`config.mk`:
```
export PLATFORM = sky130hd
export DESIGN_NAME = router_fifo
export DESIGN_NICKNAME = d
export VERILOG_FILES = /design/src/rtl/router_pkg.sv /design/src/rtl/router_fifo_mem.sv /design/src/rtl/router_fifo.sv
export SDC_FILE = /design/constraint.sdc
export NUM_CORES = 1
export LEC_CHECK = 0
export ABC_CLOCK_PERIOD_IN_PS = 3700
export BUFFER_PORTS_ARGS = -buffer_cell sky130_fd_sc_hd__buf_4
export CORE_ASPECT_RATIO = 0.9
export CORE_UTILIZATION = 50
export CTS_CLUSTER_SIZE = 8
export DETAILED_ROUTE_END_ITERATION = 8
export HOLD_SLACK_MARGIN = 0.1
export PLACE_DENSITY = 0.64
export SETUP_SLACK_MARGIN = 0.1
export SYNTH_ARGS = -nofsm -noshare
export SYNTH_HDL_FRONTEND = slang
export SYNTH_SLANG_ARGS = --single-unit
```
`constraint.sdc`:
```
create_clock -name clk -period 3.7 [get_ports clk]
set_input_delay 0.185 -clock clk [delete_from_list [all_inputs] [get_ports clk]]
set_output_delay 0.185 -clock clk [all_outputs]
set_load 0.1 [all_outputs]
```
`src/rtl/router_pkg.sv`:
```
// Shared types and header-field constants for the 1x3 router datapath.
package router_pkg;

  localparam int unsigned ROUTER_DWIDTH = 8;
  localparam int unsigned HDR_LEN_MSB   = 7;
  localparam int unsigned HDR_LEN_LSB   = 2;
  localparam int unsigned HDR_ADDR_W    = 2;
  localparam int unsigned PKT_CNT_W     = HDR_LEN_MSB - HDR_LEN_LSB + 1;

  // One FIFO entry: header tag plus the byte as it arrived.
  typedef struct packed {
    logic                     hdr;
    logic [ROUTER_DWIDTH-1:0] data;
  } fifo_word_t;

  // Bytes still to drain after the header: payload length plus the parity byte.
  function automatic logic [PKT_CNT_W-1:0] hdr_pkt_len(input logic [PKT_CNT_W-1:0] len);
    return PKT_CNT_W'(len + PKT_CNT_W'(1));
  endfunction

endpackage

```
`src/rtl/router_fifo_mem.sv`:
```
// Storage array for router_fifo: one synchronous write port, one asynchronous
// read port, no reset (contents are don't-care after reset).
//   clk    in  clock
//   we     in  write strobe
//   waddr  in  write address
//   wdata  in  write word
//   raddr  in  read address
//   rdata  out read word (combinational)
module router_fifo_mem #(
  parameter int unsigned DEPTH = 16,
  parameter int unsigned WIDTH = 9
) (
  input  logic                     clk,
  input  logic                     we,
  input  logic [$clog2(DEPTH)-1:0] waddr,
  input  logic [WIDTH-1:0]         wdata,
  input  logic [$clog2(DEPTH)-1:0] raddr,
  output logic [WIDTH-1:0]         rdata
);

  logic [WIDTH-1:0] mem_q [DEPTH];

  always_ff @(posedge clk) begin
    if (we) mem_q[waddr] <= wdata;
  end

  assign rdata = mem_q[raddr];

endmodule

```
`src/rtl/router_fifo.sv`:
```
// Per-destination output FIFO of the 1x3 router. Stores {hdr_tag, byte} and
// tracks the remaining packet length on the read side.
//   clk, resetn      clock, async active-low reset
//   soft_reset       synchronous flush (destination timeout)
//   write_enb        write request; lfd_state tags the byte as a header
//   data_in          byte from the register stage
//   read_enb         read request from the destination port
//   full, empty      occupancy flags, combinational from registered pointers
//   data_out         registered read data, updated one cycle after an accepted read
//   dout_valid       high the cycle after an accepted read
// Optional: `ROUTER_FIFO_STATS_EN adds drop_cnt (saturating dropped-write count)
// and underrun (sticky read-while-empty flag).
module router_fifo
  import router_pkg::*;
#(
  parameter int unsigned DEPTH  = 16,
  parameter int unsigned DWIDTH = ROUTER_DWIDTH
) (
  input  logic              clk,
  input  logic              resetn,
  input  logic              soft_reset,
  input  logic              write_enb,
  input  logic              read_enb,
  input  logic              lfd_state,
  input  logic [DWIDTH-1:0] data_in,
  output logic              full,
  output logic              empty,
  output logic [DWIDTH-1:0] data_out,
  output logic              dout_valid
`ifdef ROUTER_FIFO_STATS_EN
  ,
  output logic [7:0]        drop_cnt,
  output logic              underrun
`endif
);

  localparam int unsigned AW = $clog2(DEPTH);
  localparam int unsigned PW = AW + 1;

  // Elaboration-time guards on the parameter space this block supports.
  if (DWIDTH != ROUTER_DWIDTH) begin : g_bad_dwidth
    $error("router_fifo: DWIDTH must equal ROUTER_DWIDTH");
  end
  if ((DEPTH < 4) || ((1 << AW) != DEPTH)) begin : g_bad_depth
    $error("router_fifo: DEPTH must be a power of 2 and >= 4");
  end
  if (HDR_LEN_LSB != HDR_ADDR_W) begin : g_bad_hdr
    $error("router_fifo: header length field must sit directly above the address field");
  end

  logic [PW-1:0]        wr_ptr_q, wr_ptr_d;
  logic [PW-1:0]        rd_ptr_q, rd_ptr_d;
  logic [PKT_CNT_W-1:0] pkt_cnt_q, pkt_cnt_d;
  logic [DWIDTH-1:0]    data_out_q, data_out_d;
  logic                 dout_valid_q, dout_valid_d;
  logic                 rd_acc_c, wr_acc_c;
  fifo_word_t           wr_word, rd_word;

  // Flags from registered pointers; the extra MSB distinguishes full from empty.
  assign empty = (wr_ptr_q == rd_ptr_q);
  assign full  = (wr_ptr_q[AW-1:0] == rd_ptr_q[AW-1:0]) && (wr_ptr_q[AW] != rd_ptr_q[AW]);

  // A read at full frees a slot, so a simultaneous write is still accepted.
  assign rd_acc_c = read_enb && !empty;
  assign wr_acc_c = write_enb && (!full || rd_acc_c);

  assign wr_word.hdr  = lfd_state;
  assign wr_word.data = ROUTER_DWIDTH'(data_in);

  router_fifo_mem #(
    .DEPTH (DEPTH),
    .WIDTH ($bits(fifo_word_t))
  ) u_mem (
    .clk   (clk),
    .we    (wr_acc_c && !soft_reset),
    .waddr (wr_ptr_q[AW-1:0]),
    .wdata (wr_word),
    .raddr (rd_ptr_q[AW-1:0]),
    .rdata (rd_word)
  );

  // Next-state for pointers, read data and remaining packet length.
  always_comb begin
    wr_ptr_d     = wr_ptr_q;
    rd_ptr_d     = rd_ptr_q;
    pkt_cnt_d    = pkt_cnt_q;
    data_out_d   = data_out_q;
    dout_valid_d = rd_acc_c;
    if (wr_acc_c) wr_ptr_d = PW'(wr_ptr_q + PW'(1));
    if (rd_acc_c) begin
      rd_ptr_d   = PW'(rd_ptr_q + PW'(1));
      data_out_d = DWIDTH'(rd_word.data);
      if (rd_word.hdr) begin
        pkt_cnt_d = hdr_pkt_len(rd_word.data[HDR_LEN_MSB:HDR_LEN_LSB]);
      end else if (pkt_cnt_q != '0) begin
        pkt_cnt_d = PKT_CNT_W'(pkt_cnt_q - PKT_CNT_W'(1));
      end
    end
  end

  always_ff @(posedge clk or negedge resetn) begin
    if (!resetn) begin
      wr_ptr_q     <= '0;
      rd_ptr_q     <= '0;
      pkt_cnt_q    <= '0;
      data_out_q   <= '0;
      dout_valid_q <= 1'b0;
    end else if (soft_reset) begin
      wr_ptr_q     <= '0;
      rd_ptr_q     <= '0;
      pkt_cnt_q    <= '0;
      data_out_q   <= '0;
      dout_valid_q <= 1'b0;
    end else begin
      wr_ptr_q     <= wr_ptr_d;
      rd_ptr_q     <= rd_ptr_d;
      pkt_cnt_q    <= pkt_cnt_d;
      data_out_q   <= data_out_d;
      dout_valid_q <= dout_valid_d;
    end
  end

  assign data_out   = data_out_q;
  assign dout_valid = dout_valid_q;

`ifdef ROUTER_FIFO_STATS_EN
  logic [7:0] drop_cnt_q, drop_cnt_d;
  logic       underrun_q, underrun_d;

  // Dropped-write counter saturates; underrun is sticky until a reset.
  always_comb begin
    drop_cnt_d = drop_cnt_q;
    underrun_d = underrun_q | (read_enb && empty);
    if (write_enb && !wr_acc_c && (drop_cnt_q != 8'hFF)) begin
      drop_cnt_d = 8'(drop_cnt_q + 8'd1);
    end
  end

  always_ff @(posedge clk or negedge resetn) begin
    if (!resetn) begin
      drop_cnt_q <= '0;
      underrun_q <= 1'b0;
    end else if (soft_reset) begin
      drop_cnt_q <= '0;
      underrun_q <= 1'b0;
    end else begin
      drop_cnt_q <= drop_cnt_d;
      underrun_q <= underrun_d;
    end
  end

  assign drop_cnt = drop_cnt_q;
  assign underrun = underrun_q;
`endif

`ifndef SYNTHESIS
  // Remaining length saturates at zero on untagged reads.
  a_pkt_no_wrap: assert property (@(posedge clk) disable iff (!resetn)
    (rd_acc_c && !rd_word.hdr && (pkt_cnt_q == '0) && !soft_reset) |=> (pkt_cnt_q == '0));
`endif

endmodule

```
### Word level (Yosys, flattened, before mapping)

Memory sizes are Yosys's and may differ from the RTL's.
Cells that the tools add are included.

* register bits after elaboration: 19
* RAM bits: 144
* input port bits: 14
* output and inout bits: 11
* word-level logic and storage cells: 29
* memories: 1

* add/sub/neg operators: 2
* equal/unequal tests: 3
* mux-type cells: 9
* reductions and logical operators: 10

Memories
* u_mem.mem_q: words 16, bits a word 9, rd ports 1, clocked after memory_dff 0, wr ports 1, RTL line router_fifo_mem.sv:21 `logic [WIDTH-1:0] mem_q [DEPTH];`

Operators with widths (count)
* $mux 5: 4
* $mux 8: 2
* $add 5x1->5 const B: 2
* $eq 5x5->1: 1
* $eq 4x4->1: 1
* $logic_and 1x1->1: 4
* $reduce_bool 2->1: 2
* $logic_not 1->1: 3
* $mux 1: 3
* $logic_or 1x1->1: 1
* $ne 1x1->1: 1

### Longest topological paths before layout

* depth in word-level cells: 8
* mapped depth: 7
* mapped depth without buffers: 5

### By module

Synthesis repeated with hierarchy kept, for this count alone.

* cell total of the unflattened synthesis: 350
* area total of the unflattened synthesis: 6710.2 um2

By module, submodules not included
* router_fifo_mem: times used 1, cells each 245, area an instance 5600.4 um2, sequential area each 4324.1 um2
* router_fifo: times used 1, cells each 105, area an instance 1109.8 um2, sequential area each 475.5 um2

### Worst setup path after synthesis

OpenSTA, ideal clock, no wires.

* path kind: register to output
* start point: reg rd_ptr_q[0]
* end point: out empty
* arrival: 2.190 ns
* data required time: 3.515 ns
* setup slack: 1.325 ns
* cell stages (with the launch flop): 5
* path buffers: 1
* path through: dfrtp_1 > buf_6 > xnor2_4 > nand4_4 > nor2_1

* word-level cells in the longest chain between the ends: 1

Ends and longest elaborated chain
* from (decl): RTL line router_fifo.sv:52 `logic [PW-1:0] rd_ptr_q, rd_ptr_d;`
* from (signal assigned): RTL line router_fifo.sv:116 `rd_ptr_q <= rd_ptr_d;`
* $eq 5x5->1: RTL line router_fifo.sv:60 `assign empty = (wr_ptr_q == rd_ptr_q);`
* to (decl): RTL line router_fifo.sv:27 `output logic empty,`

Every way passes these cells.

### Worst setup path after layout

* start point: reg rd_ptr_q[4]
* end point: mem u_mem.mem_q[5][1], enable pin

* word-level cells in the longest chain between the ends: 8
* elaborated cells on any way between the ends: 11
* classes of those cells: 2 x eq/ne; 2 x mux; 7 x reduce/logical

Ends and longest elaborated chain
* $eq 5x5->1 / $ne 1x1->1 (equally long branches): RTL line router_fifo.sv:60, router_fifo.sv:61
* $logic_not 1->1 / $logic_and 1x1->1 (equally long branches): RTL line router_fifo.sv:64, router_fifo.sv:61
* $logic_and 1x1->1 / $logic_not 1->1 (equally long branches): RTL line router_fifo.sv:64, router_fifo.sv:65
* $logic_or 1x1->1 (*): RTL line router_fifo.sv:65 `assign wr_acc_c = write_enb && (!full || rd_acc_c);`
* $logic_and 1x1->1 (*): RTL line router_fifo.sv:65
* $logic_and 1x1->1 (*): RTL line router_fifo.sv:75 `.we (wr_acc_c && !soft_reset),`
* $mux 1 (*): RTL line router_fifo_mem.sv:24 `if (we) mem_q[waddr] <= wdata;`
* $mux 1 (implied by the code) (*): RTL line router_fifo_mem.sv:24
* to (decl): RTL line router_fifo_mem.sv:21

Every way passes the cells marked *; elsewhere a longest branch is shown, timed or not.

==> metrics.txt <==
# port buffers=23; number of fill cells in the layout=slightly below 900; Critical Path Start=rd_ptr_q[4]$_DFFE_PN0P_; Seq pwr share=between 40% and 50%; Avg WL per Cell=21.2 um; DIE HEIGHT=107 um; Horiz. Die Dim=119 um; Resized cells post-CTS=0; pwr/cell area=580 mW/mm2; min cycle time layout=2.52 ns; total number of vias=2932; Period Utilization, post-route=68.2%; number of global-route vias before repair=2962; met2 Use GR=29.5%; GR Util met3=5.80%; Ys Warns=0; Nets=372; Reg2Reg Setup Slack=around 1.2 ns; CTS clk-pin slew, worst paths=0.05 ns; EDFF count, synth=128; crit path cell chain=xnor2_1, o311a_1, nand2_1, nor2_1; Synth Register Bits=147; kind of end point of the critical path=flop; DR vias/cell=5.57; Total Wirelength=approximately 11000 um; Sum Neg Setup Slack=0 ns; largest net degree at the start of global routing=36; H-tree level count=4; WP data arrival=around 2.6 ns; RePlAce Congestion=0.741; Int Power=~0.0030 W; outcome=complete, no violations; layout cell share with drive strength beyond 1=30.1%; final instance area=between 0.007 and 0.008 mm2; initial antenna violation count=0; Post-CTS Setup Repair Bufs=0; Die Footprint=0.0127 mm2; first-pass GRT wire length=17300 um; switching portion of total power=26.2%; Worst slew margin=32.1%; endpoints failing setup=0; most used routing layer=met2; DP Area=0.00637 mm2; met1 GRT Util=27.3%; Crit path buffers/inverters=0; Routed Antenna Nets=0; area of the multi-input gates=roughly 0.0016 mm2; TritonRoute pass-1 iters=7; GRT Util Overall=approximately a fifth; Synth cell types=46; CTS tree=done; Initial Util=51.0%; Post-Synthesis Cells=between 300 and 400; total gr overflow=0; Initial DRC Count=roughly 240; ant diodes=0; Slew Viols, Final=0; clock skew=0.00990 ns; r2r startpoint=rd_ptr_q[4]$_DFFE_PN0P_; combinational share of power=15.8%; WP data required=3.73 ns; clock buffer depth=2; Final Hold Vio Count=0; Mapped Nets=330; Core Region=0.0120 mm2; Area Growth Syn to Fin=14.2%; worst-path fanout max=8; Slew @ Worst Pin=between 1 and 1.5 ns; CP top delay family=simple AND/OR/NAND/NOR gates; achievable frequency=396 MHz; P_leak=2.33 nW; critical setup path kind=flop to flop; CP peak stage delay=0.79 ns; sequential fraction of the synthesis area=70.4%; asr flop ratio synth=12.9%; syn avg cell area=approximately 20 um2; Area contributors post-synth=edfxtp_1, mux4_2, dfrtp_1, mux4_1, a22oi_1; Post-Syn Area=0.00613 mm2; post-synth top area cell=edfxtp_1; Rows=38; Yosys top cell area share=~63%; worst slack at placement=~1.2 ns; I/O pins=25; max cap viols=0; Slowest cell on crit path=nor2_1; DRC viols=0; Clock Latency Late Sink=0.42 ns; Sink Count=between 100 and 150; CTS buffer count=17; fin worst setup slack=~1.2 ns; Tightest Hold Check Type=input port to flop; sw power=0.00106 W; flip-flop and latch area=0.00432 mm2; min-delay src=write_enb; Root Driver=clkbuf_16; Post-synth top flop=edfxtp_1; startpoint types=flop; RSZ-0062 raised after global routing=false; DP Wirelength=6780 um; VDD IR-drop max=0.356 mV; Clk pwr share=between 30% and 40%
## cells in the mapped netlist, types with 4 or more instances
library cell  count
a22oi_1          16
nor3_1            4
dfrtp_1          19
a21o_1            7
nand2_2           8
nor2_1           24
ha_1              5
edfxtp_1        128
xor2_1            4
mux4_2           24
mux4_1            8
nand2_1           5
a21oi_2           8
clkbuf_8          4
## tightest hold or removal path: stages
cell      delay [ns]
buf_4           0.13
o311ai_2        0.12
o31ai_1         0.09
## layer usage
layer  vias to the layer above  routed length (um)
met3                        11                 501
li1                       1333                   -
met5                         -                   0
met4                         0                 165
met2                        79                5290
met1                      1509                5220
## timing repair
| action | CTS | global route |
|---|---|---|
| hold buffers | 10 | 0 |
| setup endpoints to repair | 0 | 0 |
| hold endpoints to repair | 155 | 0 |
## flip-flops by register name (all words and copies together), names as in the netlist
name and flops:
data_out 8, wr_ptr_q 5, rd_ptr_q 5, u_mem.mem_q 128, dout_valid 1
## stage by stage
step	instances	utilization, %	power, W	hold slack (ns)
2_1_floorplan	311	-	0.00245	-0.111
3_3_place_gp	484	52.9	0.00253	0.0739
3_5_place_dp	484	52.9	0.00254	0.0750
4_1_cts	526	58.3	0.00410	0.145
5_1_grt	526	58.3	0.00421	0.155
6_report	526	58.3	0.00407	0.156
## kinds of logic after synthesis
| logic type | after synthesis | share of synthesized area [%] |
|---|---|---|
| buffers and inverters | 19 | 3.24 |
| DFF | 147 | 70.4 |
| AOI/OAI and AO/OA | 43 | 5.89 |
| xor gates and xnor gates | 12 | 2.63 |
| muxes | 34 | 12.6 |
| and+or+nand+nor | 51 | 4.24 |
| adders and majority gates | 5 | 1.02 |
## cell type report
type | count | area share (%)
Sequential cell | 147 | 61.6
Multi-Input combinational cell | 145 | 23.1
Clock buffer | 19 | 6.18
Timing Repair Buffer | 39 | 4.53
Tap cell | 160 | 2.86
Clock inverter | 13 | 1.55
Inverter | 3 | 0.161
## power by group through the flow
stage	sequential, W	combinational (W)	clock [W]
after global routing	0.00187	0.000684	0.00166
after global placement	0.00189	0.000637	0
after floorplan	0.00200	0.000448	0
after CTS	0.00186	0.000650	0.00159
after detailed placement	0.00190	0.000640	0
final	0.00186	0.000642	0.00156
## path summary, 6_finish.rpt
| path | end | cells after the start |
|---|---|---|
| max | u_mem.mem_q[5][1]$_DFFE_PP_ | 4 |
| min | wr_ptr_q[4]$_DFFE_PN0P_ | 3 |
| max reg2reg | u_mem.mem_q[5][1]$_DFFE_PP_ | 4 |
| min reg2reg | data_out[1]$_DFFE_PN0P_ | 2 |
| max in group asynchronous | rd_ptr_q[0]$_DFFE_PN0P_ | 2 |
| min in group asynchronous | data_out[4]$_DFFE_PN0P_ | 2 |
## layout by cell type (no fill, tap or decap), types with 5 or more instances in the layout
cell type / Yosys / final
nor2_1: 24 / 24
dfrtp_1: 19 / 18
a21oi_2: 8 / 8
a21o_1: 7 / 7
dlygate4sd3_1: 0 / 10
nand2_1: 5 / 5
nand2_2: 8 / 8
ha_1: 5 / 5
mux4_1: 8 / 8
edfxtp_1: 128 / 128
buf_4: 1 / 29
clkbuf_16: 0 / 17
a22oi_1: 16 / 16
mux4_2: 24 / 24
Power figures use the tool's default switching activity.
